File: src/rtl/uart_pkg.sv
// Shared definitions for the board serial link receiver and transmitter.
package uart_pkg;

    typedef enum logic [2:0] {
        IDLE,
        START,
        DATA,
        STOP,
        WAIT_HIGH
    } uart_state_t;

    localparam int DATA_BITS = 8;

endpackage

File: src/rtl/uart_receive_if.sv
// Serial line plus received-byte outputs of the UART receiver.
interface uart_receive_if;
    import uart_pkg::*;

    logic                 rx_wire_in;
    logic                 new_data_out;
    logic [DATA_BITS-1:0] data_byte_out;
    logic                 framing_error_out;

    modport master (
        input  rx_wire_in,
        output new_data_out,
        output data_byte_out,
        output framing_error_out
    );

    modport slave (
        output rx_wire_in,
        input  new_data_out,
        input  data_byte_out,
        input  framing_error_out
    );

endinterface

File: src/rtl/uart_bit_timer.sv
// Per-bit cycle counter; wraps to zero after reaching P-1 and flags that cycle.
module uart_bit_timer #(
    parameter int P = 10
) (
    input  logic                 clk_in,
    input  logic                 rst_in,
    input  logic                 clear,
    input  logic                 enable,
    output logic [$clog2(P)-1:0] count,
    output logic                 terminal
);

    localparam int CW = $clog2(P);
    localparam logic [CW-1:0] LAST = CW'(P - 1);

    assign terminal = (count == LAST);

    always_ff @(posedge clk_in) begin
        if (rst_in) begin
            count <= '0;
        end else if (clear) begin
            count <= '0;
        end else if (enable) begin
            count <= terminal ? '0 : count + 1'b1;
        end
    end

endmodule

File: src/rtl/uart_receive.sv
// 8N1 UART receiver: synchronizes the line, samples bit centres, reports
// each framed byte or a framing error as a one-cycle pulse.
module uart_receive
    import uart_pkg::*;
#(
    parameter int INPUT_CLOCK_FREQ = 100_000_000,
    parameter int BAUD_RATE        = 9600
) (
    input  logic    clk_in,
    input  logic    rst_in,
    uart_receive_if.master bus
);

    localparam int P    = INPUT_CLOCK_FREQ / BAUD_RATE;
    localparam int HALF = P / 2;
    localparam int CW   = $clog2(P);
    localparam int IW   = $clog2(DATA_BITS);

    localparam logic [CW-1:0] HALF_LAST = CW'(HALF - 1);
    localparam logic [IW-1:0] LAST_BIT  = IW'(DATA_BITS - 1);

    logic rx_meta;
    logic rx_sync;

    uart_state_t state;
    uart_state_t state_next;

    logic [IW-1:0]        bit_idx;
    logic [IW-1:0]        bit_idx_next;
    logic [DATA_BITS-1:0] shift_reg;
    logic [DATA_BITS-1:0] shift_next;
    logic [DATA_BITS-1:0] data_byte;
    logic [DATA_BITS-1:0] data_byte_next;
    logic                 new_data;
    logic                 new_data_next;
    logic                 framing_error;
    logic                 framing_error_next;

    logic          timer_clear;
    logic          timer_enable;
    logic [CW-1:0] count;
    logic          terminal;

    uart_bit_timer #(.P(P)) bit_timer (
        .clk_in   (clk_in),
        .rst_in   (rst_in),
        .clear    (timer_clear),
        .enable   (timer_enable),
        .count    (count),
        .terminal (terminal)
    );

    // Line idles high, so the synchronizer resets to 1 to avoid a false start.
    always_ff @(posedge clk_in) begin
        if (rst_in) begin
            rx_meta <= 1'b1;
            rx_sync <= 1'b1;
        end else begin
            rx_meta <= bus.rx_wire_in;
            rx_sync <= rx_meta;
        end
    end

    always_ff @(posedge clk_in) begin
        if (rst_in) begin
            state         <= IDLE;
            bit_idx       <= '0;
            shift_reg     <= '0;
            data_byte     <= '0;
            new_data      <= 1'b0;
            framing_error <= 1'b0;
        end else begin
            state         <= state_next;
            bit_idx       <= bit_idx_next;
            shift_reg     <= shift_next;
            data_byte     <= data_byte_next;
            new_data      <= new_data_next;
            framing_error <= framing_error_next;
        end
    end

    always_comb begin
        state_next         = state;
        bit_idx_next       = bit_idx;
        shift_next         = shift_reg;
        data_byte_next     = data_byte;
        new_data_next      = 1'b0;
        framing_error_next = 1'b0;
        timer_clear        = 1'b0;
        timer_enable       = 1'b0;

        case (state)
            IDLE: begin
                timer_clear = 1'b1;
                if (!rx_sync) begin
                    state_next = START;
                end
            end

            // A start bit that is gone by mid-bit was only a glitch.
            START: begin
                if (count == HALF_LAST) begin
                    timer_clear = 1'b1;
                    if (!rx_sync) begin
                        state_next   = DATA;
                        bit_idx_next = '0;
                    end else begin
                        state_next = IDLE;
                    end
                end else begin
                    timer_enable = 1'b1;
                end
            end

            DATA: begin
                timer_enable = 1'b1;
                if (terminal) begin
                    shift_next[bit_idx] = rx_sync;
                    if (bit_idx == LAST_BIT) begin
                        state_next   = STOP;
                        bit_idx_next = '0;
                    end else begin
                        bit_idx_next = bit_idx + 1'b1;
                    end
                end
            end

            STOP: begin
                timer_enable = 1'b1;
                if (terminal) begin
                    if (rx_sync) begin
                        data_byte_next = shift_reg;
                        new_data_next  = 1'b1;
                        state_next     = IDLE;
                    end else begin
                        framing_error_next = 1'b1;
                        state_next         = WAIT_HIGH;
                    end
                end
            end

            // A held-low line (break) must not be parsed as a stream of frames.
            WAIT_HIGH: begin
                timer_clear = 1'b1;
                if (rx_sync) begin
                    state_next = IDLE;
                end
            end

            default: begin
                state_next = IDLE;
            end
        endcase
    end

    assign bus.new_data_out      = new_data;
    assign bus.data_byte_out     = data_byte;
    assign bus.framing_error_out = framing_error;

endmodule
File: src/flat_wrapper.sv
// flat-port wrapper written by rule: the top's interface ports become plain ports
module uart_receive_flat import uart_pkg::*;
#(
    parameter int INPUT_CLOCK_FREQ = 100_000_000,
    parameter int BAUD_RATE        = 9600
)
  (clk_in, rst_in, bus_rx_wire_in, bus_new_data_out, bus_data_byte_out, bus_framing_error_out);
  uart_receive_if bus_i ();
  input  logic clk_in;
  input  logic rst_in;
  input wire logic [$bits(bus_i.rx_wire_in)-1:0] bus_rx_wire_in;
  output wire logic [$bits(bus_i.new_data_out)-1:0] bus_new_data_out;
  output wire logic [$bits(bus_i.data_byte_out)-1:0] bus_data_byte_out;
  output wire logic [$bits(bus_i.framing_error_out)-1:0] bus_framing_error_out;
  assign bus_i.rx_wire_in = bus_rx_wire_in;
  assign bus_new_data_out = bus_i.new_data_out;
  assign bus_data_byte_out = bus_i.data_byte_out;
  assign bus_framing_error_out = bus_i.framing_error_out;
  uart_receive #(.INPUT_CLOCK_FREQ(INPUT_CLOCK_FREQ), .BAUD_RATE(BAUD_RATE)) u_core (.clk_in(clk_in), .rst_in(rst_in), .bus(bus_i));
endmodule
File: config.mk
export PLATFORM = sky130hd
export DESIGN_NAME = uart_receive_flat
export DESIGN_NICKNAME = d
export VERILOG_FILES = /design/src/rtl/uart_pkg.sv /design/src/rtl/uart_receive_if.sv /design/src/rtl/uart_bit_timer.sv /design/src/rtl/uart_receive.sv /design/src/flat_wrapper.sv
export SDC_FILE = /design/constraint.sdc
export NUM_CORES = 1
export LEC_CHECK = 0
export CAP_MARGIN = 5
export CELL_PAD_IN_SITES_DETAIL_PLACEMENT = 0
export CELL_PAD_IN_SITES_GLOBAL_PLACEMENT = 2
export CORE_UTILIZATION = 33
export DETAILED_ROUTE_END_ITERATION = 7
export PLACE_DENSITY = 0.77
export SLEW_MARGIN = 30
export SYNTH_ARGS = -nofsm -noshare
export SYNTH_HDL_FRONTEND = slang
export SYNTH_SLANG_ARGS = --single-unit
File: constraint.sdc
create_clock -name clk_in -period 2 [get_ports clk_in]
set_input_delay 0.4 -clock clk_in [delete_from_list [all_inputs] [get_ports clk_in]]
set_output_delay 0.4 -clock clk_in [all_outputs]
set_load 0.01 [all_outputs]
==> results.md <==
- TritonCTS built the clock tree.
- The aggregate global-route resource usage is 14.8%.
- The tree is rooted in a clkbuf_8.
- The power per standard cell area is 620 nW/um^2.
- The number of global-route vias before repair is 1470.
- The first global-routing pass estimated 7.03 mm of wire.
- The area enclosed by the die boundary is 6170 um^2.
- The routed design has roughly 4 mm of wire.
- Row generation in the floorplan step produced 27 rows.
- The post-detailed-placement half-perimeter wirelength is 2.83 mm.
- Along the worst path, the maximum fanout reaches 4.
- Across the VDD grid, the largest voltage drop is 0.000318 V.
- The slew at the pin with the worst max-slew slack is ~0.48 ns.
- For this run, the top clock speed supported by timing is 521 MHz.
- Clock latency on the worst-skew pair, taken at its later pin, is about 0.29 ns.
- STA classifies the critical path endpoint as a register.
- The count of flip-flops with a built-in enable after synthesis is 0.
- The cell count after synthesis is 209.
- The largest individual stage delay along the critical path comes from the cell dfxtp_1.
- After global routing the overflow that remains totals 0.
- Once layout is done, the placed cells without fillers occupy 2420 um^2.
- In this run the mean area of a mapped cell was about 9.2 um^2.
- Detailed routing inserted a total of 1514 vias.
- In this run the vertical extent of the chip is 78.5 um.
- The endpoint required time on the critical path is ~2.2 ns.
- Setup violations remaining at the end of the flow were counted as 0.
- In the layout the commonest cells are dfxtp_1, nor2_1, buf_4.
- The most common cell after layout, fill and taps aside is dfxtp_1.
- The power spent charging and discharging nets is approximately 0.31 mW.
- The count of buffers added on input and output ports is 12.
- The clock transition at the register clock pins on the worst setup and hold paths after CTS is 0.08 ns.
- On the worst path, the slowest cell contributes a delay of 0.35 ns.
- The initial utilization of the core area, before any placement, comes to a little over a third.
- Across the run, the number of max-cap violations was 0.
- In this run the static leakage power is 0.791 nW.
- The number of routed nets with antenna violations is 0.
- Counting every net in the synthesized netlist gives 215.
- 0 antenna diodes ended up in the layout.
- The first-pass iteration count of the detailed router is 4.
- The ratio of routed vias to standard cells is 4.81.
- The worst path in the final design needs a cycle of 1.92 ns, including I/O delays and setup.
- Summing the sequential cell areas from Yosys gives 41.4% of the chip area.
- Of the total power, the share spent switching nets is around a fifth.
- Setup repair after global routing could not meet its margin everywhere.
- The hold violation total from the final report is 0.
- The worst slew margin relative to its limit is 67.8%.
- The area after detailed placement is 2260 um^2.
- Leaving out filler cells and counting taps, the final layout contains 315.
- After synthesis the netlist holds a flip-flop and latch count of 40.
- The type of origin of the critical path is a register.
- The critical path goes through ha_1, nor4bb_1, nand4_1, buf_4, o31ai_2, o32ai_1.
- The depth of the critical timing path with buffers and inverters included is 6.
- Data on the critical path arrives at its endpoint at 2.08 ns.
- Internal power comes to 1.19 mW.
- The count of nets after finishing is 248.
- By area the synthesized netlist is led by dfxtp_1, mux2i_1, nor2_1.
- The maximum buffer depth of the clock tree is 2.
- The hold-fix buffer count after cts is 0.
- The initial antenna violation count is 0.
- In the final layout, the share of cells above drive strength 1 is 19.8%.
- The power share of the combinational group is 2.9%.
- Fill cells in the final layout number a little under 600.
- The number of DRC markers after the initial detailed-route iteration is 61.
- After synthesis, the largest area contributor takes up 41.4% of total cell area.
- In the final layout, the multi-input gates occupy about 1100 um^2.
- The flow ran to the end, and the final reports show no timing, DRC or antenna violations.
- The final weighted congestion of routability-driven global placement is between 0.7 and 0.8.
- Along the worst hold path, the cell count comes to 1.
- The synthesized area is 1930 um^2.
- The average routed wire per standard cell is 12.6 um.
- The H-tree generated during clock tree synthesis spans 2 levels.
- The post-route fraction of the period consumed by the critical path is 96.0%.
- Buffers inserted during clock tree synthesis total 5.
- The number of slew-limit violations in the final report is 0.
- The final core area utilization is 43.3%.
- The total of warnings raised by yosys is 0.
- The tree built by TritonCTS fans out to 40 sinks.
- The class of the most critical hold timing path is register to register.
- Relative to the synthesized area, the layout overhead comes to 25.0%.
- The die is roughly 79 um wide.
- The gate family responsible for the most delay along the worst path is simple AND/OR/NAND/NOR gates.
- The kind of critical path is register to register.
- The number of cells on the worst reg-to-reg path is 6.
- For this run, the leading register cell type out of synthesis is dfxtp_1.
- The synthesized design spends more area on one cell type than any other, namely dfxtp_1.
- The sequential cells in the finished layout cover a total of 801 um^2.
- The distinct cell type count after synthesis is 42.
- The register with the most flip-flops in the layout has 14 of them.
- Between clock sinks in the finished design, the worst skew comes to 0.00394 ns.
- The pin count of the biggest net entering global routing is 25.
- The post-placement cell count is 304.
- Of the total power, registers draw 53.6%.
- The core area is around 5600 um^2.
- The async set-reset flop share out of synthesis is 0%.
- The part of the power in the clock network is about 44%.
- During I/O placement, the number of pins put on the boundary was 13.
- The count of unresolved DRC violations after routing is 0.
- The count of buffer and inverter cells on the critical path is 1.
cells by family (layout without fill, tap and decap cells):
group                      count (synthesis)  in the layout  share of synthesized area [%]
AOI/OAI and AO/OA                         10             10                           3.95
xor gates and xnor gates                  13             13                           5.89
adders and majority gates                  3              3                           1.94
buffers and inverters                     14             48                           3.17
DFF                                       40             40                           41.4
muxes                                     17             17                           8.80
and+or+nand+nor                          112            112                           34.8
power by group through the flow:
stage	registers, mW	clock network [mW]	logic (mW)
6_report	0.803	0.651	0.0437
5_1_grt	0.805	0.711	0.0495
3_5_place_dp	0.822	0	0.0444
3_3_place_gp	0.822	0	0.0445
2_1_floorplan	0.818	0	0.0310
4_1_cts	0.803	0.679	0.0447
layer usage:
layer	GRT usage [%]	wire, um
met1	20.2	2080
met2	22.0	1700
met3	3.60	110
met4	6.11	70
met5	0	0
Yosys cell counts (2+ instances only):
master,n
xnor2_1,5
buf_1,2
nor3_1,12
and3_1,5
and4b_1,2
ha_1,3
o32ai_1,2
xor2_1,8
nor4b_4,2
nand3_1,7
mux2i_1,17
nor2_1,39
nand2_1,11
dfxtp_1,40
a21oi_1,3
nor4bb_1,3
inv_1,2
or2_2,2
nand4_1,6
nor4b_1,2
nand2b_1,5
nor2b_1,3
clkbuf_1,8
nand3b_1,2
stage by stage:
| step | power (mW) | hold WS, ns | setup TNS (ns) | setup WS [ns] |
|---|---|---|---|---|
| floorplan | 0.849 | 0.389 | 0 | 0.128 |
| global placement | 0.867 | 0.393 | 0 | 0.00663 |
| detailed placement | 0.867 | 0.392 | 0 | 0.0730 |
| CTS | 1.53 | 0.413 | 0 | 0.0556 |
| global route | 1.56 | 0.432 | -0.0207 | -0.00753 |
| finish | 1.50 | 0.411 | 0 | 0.0801 |
final timing paths:
path / from / endpoint / slack [ns]
worst max-delay path: u_core.bit_timer.count[1]$_SDFFE_PP0P_ / u_core.bit_idx[2]$_SDFFE_PP0P_ / 0.08
worst min-delay path: u_core.rx_meta$_SDFF_PP1_ / u_core.rx_sync$_SDFF_PP1_ / 0.41
worst max register to register: u_core.bit_timer.count[1]$_SDFFE_PP0P_ / u_core.bit_idx[2]$_SDFFE_PP0P_ / 0.08
worst min register to register: u_core.rx_meta$_SDFF_PP1_ / u_core.rx_sync$_SDFF_PP1_ / 0.41
layout make-up:
type,instances,area share (%)
sequential,40,33.1
tap,72,3.73
inverter,2,0.311
clock buffer,5,2.85
timing repair buffer,38,13.2
clock inverter,3,1.76
multi-input combinational,155,45.0
what timing repair did:
action                                  CTS  global route
setup buffers                             0             3
endpoints found under the setup margin    0            24
gates resized for setup                   0             4
worst register-to-register path, cell delays in order (launching register included):
cell and delay (ns):
dfxtp_1 0.35, ha_1 0.21, nor4bb_1 0.31, nand4_1 0.23, buf_4 0.21, o31ai_2 0.33
o32ai_1 0.15
No activity file was read; power rests on OpenSTA's default activity.
